$ cat config.mk
export PLATFORM = sky130hd
export DESIGN_NAME = axis_y_byte_serializer
export DESIGN_NICKNAME = d
export VERILOG_FILES = /design/src/rtl/mvm_pkg.sv /design/src/rtl/axis_y_byte_serializer.sv
export SDC_FILE = /design/constraint.sdc
export NUM_CORES = 1
export LEC_CHECK = 0
export ABC_AREA = 0
export ABC_CLOCK_PERIOD_IN_PS = 2600
export BUFFER_PORTS_ARGS = -buffer_cell sky130_fd_sc_hd__clkbuf_2
export CAP_MARGIN = 20
export CORE_MARGIN = 3
export CORE_UTILIZATION = 45
export CTS_BUF_LIST = sky130_fd_sc_hd__clkbuf_16
export CTS_CLUSTER_SIZE = 16
export DETAILED_ROUTE_END_ITERATION = 7
export GPL_TIMING_DRIVEN = 0
export PLACE_DENSITY_LB_ADDON = 0.05
export RECOVER_POWER = 100
export SYNTH_ARGS = -nofsm -noshare
export SYNTH_HDL_FRONTEND = slang
export SYNTH_SLANG_ARGS = --single-unit
export TNS_END_PERCENT = 20
$ cat constraint.sdc
create_clock -name clk -period 2.6 [get_ports clk]
set_input_delay 0 -clock clk [delete_from_list [all_inputs] [get_ports clk]]
set_output_delay 0 -clock clk [all_outputs]
set_load 0.02 [all_outputs]
$ cat src/rtl/mvm_pkg.sv
`default_nettype none
// ============================================================================
// Package     : mvm_pkg
// Description : Shared widths, frame constants and serializer state type for
//               the matrix-vector multiplier datapath.
// Revision    : 1.0
// ============================================================================
package mvm_pkg;

    localparam logic [7:0] FRAME_HDR = 8'hA5;

    // Output element width: full product plus the growth of a C-term sum.
    function automatic int calc_w_y(input int w_x, input int w_k, input int c);
        return w_x + w_k + $clog2(c);
    endfunction

    function automatic int calc_bpe(input int w_y);
        return (w_y + 7) / 8;
    endfunction

    function automatic int calc_npay(input int r, input int bpe);
        return r * bpe;
    endfunction

    typedef enum logic [1:0] {
        S_IDLE = 2'd0,
        S_HDR  = 2'd1,
        S_DATA = 2'd2,
        S_CSUM = 2'd3
    } ser_state_t;

endpackage : mvm_pkg
`default_nettype wire

$ cat src/rtl/axis_y_byte_serializer.sv
`default_nettype none
// ============================================================================
// Module      : axis_y_byte_serializer
// Description : Turns one wide MVM result beat into a framed byte stream
//               (header, sign-extended little-endian payload, XOR checksum).
// Revision    : 1.0
// ============================================================================
module axis_y_byte_serializer
    import mvm_pkg::*;
#(
    parameter int         R   = 8,
    parameter int         C   = 8,
    parameter int         W_X = 8,
    parameter int         W_K = 8,
    parameter logic [7:0] HDR = FRAME_HDR
) (
    input  logic                                          clk,
    input  logic                                          rst,
    input  logic                                          s_axis_y_tvalid,
    output logic                                          s_axis_y_tready,
    input  logic [R*calc_w_y(W_X, W_K, C)-1:0]            s_axis_y_tdata,
    output logic                                          m_axis_tvalid,
    input  logic                                          m_axis_tready,
    output logic [7:0]                                    m_axis_tdata,
    output logic                                          m_axis_tlast
);

    localparam int W_Y  = calc_w_y(W_X, W_K, C);
    localparam int BPE  = calc_bpe(W_Y);
    localparam int NPAY = calc_npay(R, BPE);
    localparam int SXW  = BPE * 8;
    localparam int CNTW = $clog2(NPAY);
    localparam int LSBW = CNTW + 3;

    ser_state_t          r_state;
    logic [R*SXW-1:0]    w_sx;
    logic [R*SXW-1:0]    r_buf;
    logic [CNTW-1:0]     r_cnt;
    logic [CNTW-1:0]     w_sel;
    logic [LSBW-1:0]     w_lsb;
    logic [7:0]          w_byte;
    logic [7:0]          r_csum;
    logic [7:0]          w_csum_next;
    logic [7:0]          r_tdata;
    logic                r_tvalid;
    logic                r_tlast;
    logic                r_s_tready;
    logic                w_s_hs;
    logic                w_m_hs;

    // Each element widened to a whole number of bytes so the payload is a
    // flat byte array and byte index == payload counter.
    for (genvar i = 0; i < R; i++) begin : g_elem
        if (SXW > W_Y) begin : g_ext
            assign w_sx[i*SXW +: SXW] = {{(SXW-W_Y){s_axis_y_tdata[i*W_Y+W_Y-1]}},
                                         s_axis_y_tdata[i*W_Y +: W_Y]};
        end else begin : g_noext
            assign w_sx[i*SXW +: SXW] = s_axis_y_tdata[i*W_Y +: W_Y];
        end
    end

    assign w_s_hs = s_axis_y_tvalid & r_s_tready;
    assign w_m_hs = r_tvalid & m_axis_tready;

    // Selects the byte to present after the current handshake.
    always_comb begin
        w_sel = '0;
        if (r_state == S_DATA && r_cnt != CNTW'(NPAY-1)) begin
            w_sel = r_cnt + CNTW'(1);
        end
    end

    assign w_lsb       = {w_sel, 3'b000};
    assign w_byte      = r_buf[w_lsb +: 8];
    assign w_csum_next = r_csum ^ r_tdata;

    always_ff @(posedge clk) begin
        if (rst) begin
            r_state    <= S_IDLE;
            r_buf      <= '0;
            r_cnt      <= '0;
            r_csum     <= '0;
            r_tdata    <= '0;
            r_tvalid   <= 1'b0;
            r_tlast    <= 1'b0;
            r_s_tready <= 1'b1;
        end else begin
            case (r_state)
                S_IDLE: begin
                    if (w_s_hs) begin
                        r_buf      <= w_sx;
                        r_csum     <= '0;
                        r_s_tready <= 1'b0;
                        r_tvalid   <= 1'b1;
                        r_tdata    <= HDR;
                        r_tlast    <= 1'b0;
                        r_state    <= S_HDR;
                    end
                end
                S_HDR: begin
                    if (w_m_hs) begin
                        r_cnt   <= '0;
                        r_tdata <= w_byte;
                        r_state <= S_DATA;
                    end
                end
                S_DATA: begin
                    if (w_m_hs) begin
                        r_csum <= w_csum_next;
                        if (r_cnt == CNTW'(NPAY-1)) begin
                            r_tdata <= w_csum_next;
                            r_tlast <= 1'b1;
                            r_state <= S_CSUM;
                        end else begin
                            r_cnt   <= r_cnt + CNTW'(1);
                            r_tdata <= w_byte;
                        end
                    end
                end
                S_CSUM: begin
                    if (w_m_hs) begin
                        r_tvalid   <= 1'b0;
                        r_tlast    <= 1'b0;
                        r_s_tready <= 1'b1;
                        r_state    <= S_IDLE;
                    end
                end
                default: begin
                    r_state <= S_IDLE;
                end
            endcase
        end
    end

    assign s_axis_y_tready = r_s_tready;
    assign m_axis_tvalid   = r_tvalid;
    assign m_axis_tdata    = r_tdata;
    assign m_axis_tlast    = r_tlast;

endmodule : axis_y_byte_serializer
`default_nettype wire
Word level (Yosys, flattened, before mapping)
Index checks and enable logic that the tools add are counted.
- register bits: 213
- input port bits: 156
- output and inout port bits: 11
- logic and storage cells: 66
- add/sub/neg operators: 1
- eq/ne operators: 11
- shifts and indexed selects: 1
- multiplexer cells: 28
- bitwise gates (word level): 3
- reduce and logical (&&, ||, !) cells: 14
- operators by type and width (cell ; number):
    $shiftx A192 B9 Y8 ; 1
    $mux W8 ; 6
    $pmux W8 S3 ; 1
    $mux W5 ; 4
    $pmux W8 S2 ; 1
    $mux W2 ; 5
    $ne A2 B2 Y1 const B ; 5
    $pmux W5 S2 ; 1
    $reduce_and A5 Y1 ; 2
    $pmux W2 S4 ; 1
    $reduce_and A4 Y1 ; 2
    $xor A8 B8 Y8 ; 1
    $mux W1 ; 6
    $reduce_and A3 Y1 ; 2
    $reduce_bool A2 Y1 ; 3
    $reduce_bool A3 Y1 ; 2
    $add A5 B1 Y5 const B ; 1
    $eq A5 B5 Y1 const B ; 1
    $ne A5 B5 Y1 const B ; 1
    $eq A2 B2 Y1 const B ; 2
    $pmux W1 S2 ; 2
    $pmux W1 S3 ; 1
    $and A1 B1 Y1 ; 2
    $eq A2 B1 Y1 const B ; 1
    4 further kinds ; 4

Longest topological paths before layout
- depth in word-level cells: 7
- gate-level depth with buffers: 12
- depth with buffers taken out: 8

Least setup slack after synthesis
Ideal clock, no wire load.
- path kind: register -> register
- start: reg r_state[0]
- end: reg r_tdata[6], in the netlist m_axis_tdata[6]
- arrival: 1.975 ns
- setup slack: 0.488 ns
- cell stages (with the launch flop): 11
- cell sequence: dfxtp_1 > inv_1 > ha_1 > buf_4 > and2_1 > buf_4 > o21ai_0 > a221oi_1 > o21a_1 > a31oi_1 > o221ai_1
- cells in the longest elaborated chain, start to end: 7
- elaborated cells between the ends (all ways): 15
- classes of those cells: 5 x eq/ne; 1 x shift; 5 x mux; 4 x reduce/logical
- ends and longest elaborated chain (element ; line ; source):
    start: declaration ; axis_y_byte_serializer.sv:35 ; ser_state_t r_state;
    start signal: assignment ; axis_y_byte_serializer.sv:79 ; r_state <= S_IDLE;
    start signal: assignment ; axis_y_byte_serializer.sv:97 ; r_state <= S_HDR;
    start signal: assignment ; axis_y_byte_serializer.sv:104 ; r_state <= S_DATA;
    $eq A2 B2 Y1 ; axis_y_byte_serializer.sv:68, axis_y_byte_serializer.sv:88 ;
    $logic_and A1 B1 Y1 ; axis_y_byte_serializer.sv:68 ; if (r_state == S_DATA && r_cnt != CNTW'(NPAY-1)) begin
    $mux W5 ; axis_y_byte_serializer.sv:68 ;
    $shiftx A192 B9 Y8 ; axis_y_byte_serializer.sv:74 ; assign w_byte = r_buf[w_lsb +: 8];
    $mux W8 ; axis_y_byte_serializer.sv:110 ; if (r_cnt == CNTW'(NPAY-1)) begin
    $mux W8 ; axis_y_byte_serializer.sv:108 ; if (w_m_hs) begin
    $pmux W8 S3 ; axis_y_byte_serializer.sv:88 ; case (r_state)
    end signal: assignment ; axis_y_byte_serializer.sv:103 ; r_tdata <= w_byte;
    end signal: assignment ; axis_y_byte_serializer.sv:111 ; r_tdata <= w_csum_next;
    end signal: assignment ; axis_y_byte_serializer.sv:116 ; r_tdata <= w_byte;
    end: declaration ; axis_y_byte_serializer.sv:44 ; logic [7:0] r_tdata;
Parallel ways exist; a longest one is shown, timed or not. The select of a mux whose other input is x is not followed.
A chain may end at the register's enable or synchronous reset.

Final worst setup path
- start: reg r_cnt[0]
- end: reg r_tdata[4], in the netlist m_axis_tdata[4]
- cells in the longest elaborated chain, start to end: 7
- elaborated cells between the ends (all ways): 10
- classes of those cells: 1 x add/sub; 2 x eq/ne; 1 x shift; 5 x mux; 1 x reduce/logical
- ends and longest elaborated chain (element ; line ; source):
    start: declaration ; axis_y_byte_serializer.sv:38 ; logic [CNTW-1:0] r_cnt;
    start signal: assignment ; axis_y_byte_serializer.sv:115 ; r_cnt <= r_cnt + CNTW'(1);
    parallel branches: the longest is 6 deep, another holds $add A5 B1 Y5 ; - ;
    $pmux W8 S3 (*) ; axis_y_byte_serializer.sv:88 ;
Every way passes the cells marked *. The select of a mux whose other input is x is not followed.

==> results.json <==
{
  "clk_path_buf_depth": 2,
  "route.detailed.drc": 0,
  "netlist_area_um2": 8450,
  "post-dp-hpwl_mm": 23.0,
  "setup_ws_ns": 0.0179,
  "port-buffer-count": 165,
  "syn_area_per_cell_um2": 7.53,
  "syn-num-nets": 1285,
  "wire_per_inst_um": 19.2,
  "grt_antenna_before_repair": 0,
  "holdCritPathClass": "input pin to flop",
  "design_area_um2": 11900,
  "grtUsageTotal_pct": 32.2,
  "fin_crit_sh_pct": 99.3,
  "synth_top_area_cell": "dfxtp_1",
  "numCtsBuffers": 17,
  "fmax_ghz": 0.387,
  "yosys-mux-area-fraction_pct": 2.90,
  "clkSinkCount": 178,
  "grt_max_degree": 18,
  "synth_edf_count": 0,
  "grt_pass1_wl_mm": 50.2,
  "cp.required_ns": 2.89,
  "dpl-instance-area_um2": 9560,
  "critPathKind": "flop to flop",
  "synth_xor_area_share_pct": 0.622,
  "finalHoldViolCount": 0,
  "pin_count": 167,
  "clock_latency_ns": 0.45,
  "final_common_cell": "nand2_1",
  "cts.clk_slew.worst_paths_ns": 0.08,
  "start_util_pct": 46.4,
  "arrival_ns": 2.87,
  "final_cell_mix": "nand2_1 (356), a21oi_1 (185), dfxtp_1 (177), clkbuf_2 (158), dlygate4sd3_1 (153)",
  "max-vdd-ir-drop_uv": 528,
  "coreArea_um2": 18200,
  "synth_top_family_by_area": "compound AO/OA/AOI/OAI gates",
  "ant_nets": 0,
  "ctsHtreeMaxLevel": 4,
  "overflow": 0,
  "area_delta_synth_final_pct": 41.2,
  "power_density_nw_per_um2": 846,
  "cts_root_buf": "clkbuf_16",
  "yosysTopAreaCellShare_pct": 42.2,
  "die_w_um": 143,
  "num-fill-cells": 1587,
  "netlist-cell-type-count": 67,
  "relSlewSlack_pct": 54.2,
  "synth_simple_gate_area_share_pct": 23.0,
  "cap_violations": 0,
  "status": "finished clean",
  "dieArea_um2": 20500,
  "place_inst": 1517,
  "fin_cells": 1706,
  "nets": 1627,
  "drtIter0Drc": 917,
  "routed_wl_mm": 32.8,
  "place_worst_setup_slack_ns": -0.347,
  "layout-drive-gt1-share_pct": 18.8,
  "route.vias.total": 9467,
  "cp-end-kind": "flop",
  "fin_crit_ns": 2.58,
  "crit_fanout": 10,
  "cts_tree": "done",
  "synth_compound_area_share_pct": 25.0,
  "ys_seq_elements": 178,
  "dr.pass1.iters": 5,
  "async_reset_ff_share_pct": 0,
  "clock_skew_ns": 0.0107,
  "ys_seq_area_share_pct": 42.2,
  "ys.flop_type": "dfxtp_1",
  "p_leak_nw": 4.74,
  "cp-start-kind": "flop",
  "grt_pass1_vias": 9102,
  "synth_area_leaders": "dfxtp_1 (42%), nand2_1 (16%), a21oi_1 (11%)",
  "syn_inst": 1123,
  "rsz0062_at_grt": "true",
  "yosysWarnings": 0,
  "synthAdderAreaFrac_pct": 0.888,
  "setup_viol": 0,
  "gp_congestion": 0.988,
  "antennaDiodeCount": 0,
  "viasPerCell": 5.55,
  "die_h_um": 143,
  "core.rowCount": 49,
  "report.final.slew_viol_count": 0,
  "worst_pin_slew_ns": 0.687
}
## through the flow
stage               TNS (ns)  hold slack, ns  utilization, %  power [W]
detailed placement    -11.23           0.230            52.5    0.00706
floorplan                  0           0.136               -    0.00584
global placement      -10.57           0.226            52.5    0.00702
finish                     0           0.107            65.5     0.0101
CTS                  -0.0264          0.0813            64.7    0.00989
global route          -0.288           0.116            65.5     0.0106
## routing by layer
layer  part of all wire, %  GRT usage (%)  vias to the layer above
li1                      -              -                     4571
met2                    45           50.9                      423
met1                    44           43.4                     4423
met4                   2.6           11.9                        0
met3                   8.7           7.00                       50
met5                     0              0                        -
## kinds of logic (layout without fill, tap and decap cells)
group                    after synthesis  after routing
flip-flops                           178            178
buffers and inverters                100            454
multiplexers                          23             23
XOR/XNOR                               6              6
AO/OA/AOI/OAI                        350            350
AND/OR/NAND/NOR                      460            460
adder cells (fa/ha/maj)                6              6
## flip-flops by register name, summed over array words and instances (netlist names)
name	flops
r_buf	152
m_axis_tdata	8
r_csum	8
r_cnt	5
r_state	2
m_axis_tlast	1
m_axis_tvalid	1
s_axis_y_tready	1
## where the power goes
group / total [W] / internal (W) / switching [W]
registers: 0.00369 / 0.00327 / 0.000424
logic: 0.00376 / 0.00138 / 0.00238
clock network: 0.00265 / 0.00144 / 0.00120
## path summary, 6_finish.rpt
check | endpoint | depth (start not counted) | start | slack, ns
max reg2reg | m_axis_tdata[4] | 9 | r_cnt[0] | 0.02
max | m_axis_tdata[4] | 9 | r_cnt[0] | 0.02
min | r_state[0] | 4 | m_axis_tready | 0.11
min reg2reg | r_buf[170] | 2 | r_buf[170] | 0.45
## area by class of cell
class                   instances  area (µm²)  area share [%]
inverters                       8        30.0           0.252
well taps                     229         287            2.40
clock buffers                  17         425            3.57
plain buffers                  91         479            4.02
repair buffers                324        2400            20.1
multi-input cells             845        4570            38.3
clock inverters                14         173            1.45
flip-flops and latches        178        3560            29.9
## cells in the mapped netlist (5+ instances only)
library cell / n
a211o_1: 5
a211oi_1: 8
a21o_1: 7
a21oi_1: 187
a221oi_1: 14
a22oi_1: 7
a31oi_1: 5
a32oi_1: 7
and3_1: 18
buf_2: 17
buf_4: 7
clkbuf_1: 58
dfxtp_1: 178
ha_1: 6
inv_1: 8
mux2_2: 12
mux2i_1: 11
nand2_1: 357
nand2b_1: 5
nand3_1: 12
nor2_1: 22
nor2b_1: 10
nor3_1: 9
nor3b_1: 5
o21ai_0: 55
o221ai_1: 7
o2bb2ai_1: 5
xor2_1: 5
## critical path: stages, from the launching register on
cell and delay (ns):
dfxtp_2 0.37, ha_1 0.32, buf_2 0.25, nand2_4 0.16, nor2_4 0.18, buf_2 0.31
a32oi_1 0.21, o221ai_2 0.29, a21o_1 0.19, o221ai_1 0.12
## repair_timing
| action | in CTS | in global routing |
|---|---|---|
| hold buffers | 153 | 0 |
| cloned | 0 | 0 |
| endpoints found under the setup margin | 88 | 89 |
| resized for setup | 25 | 50 |
| hold endpoints to repair | 153 | 0 |
| pin swaps | 2 | 2 |
| setup buffers | 2 | 4 |
Note: power is estimated with default switching activity, not from simulation.
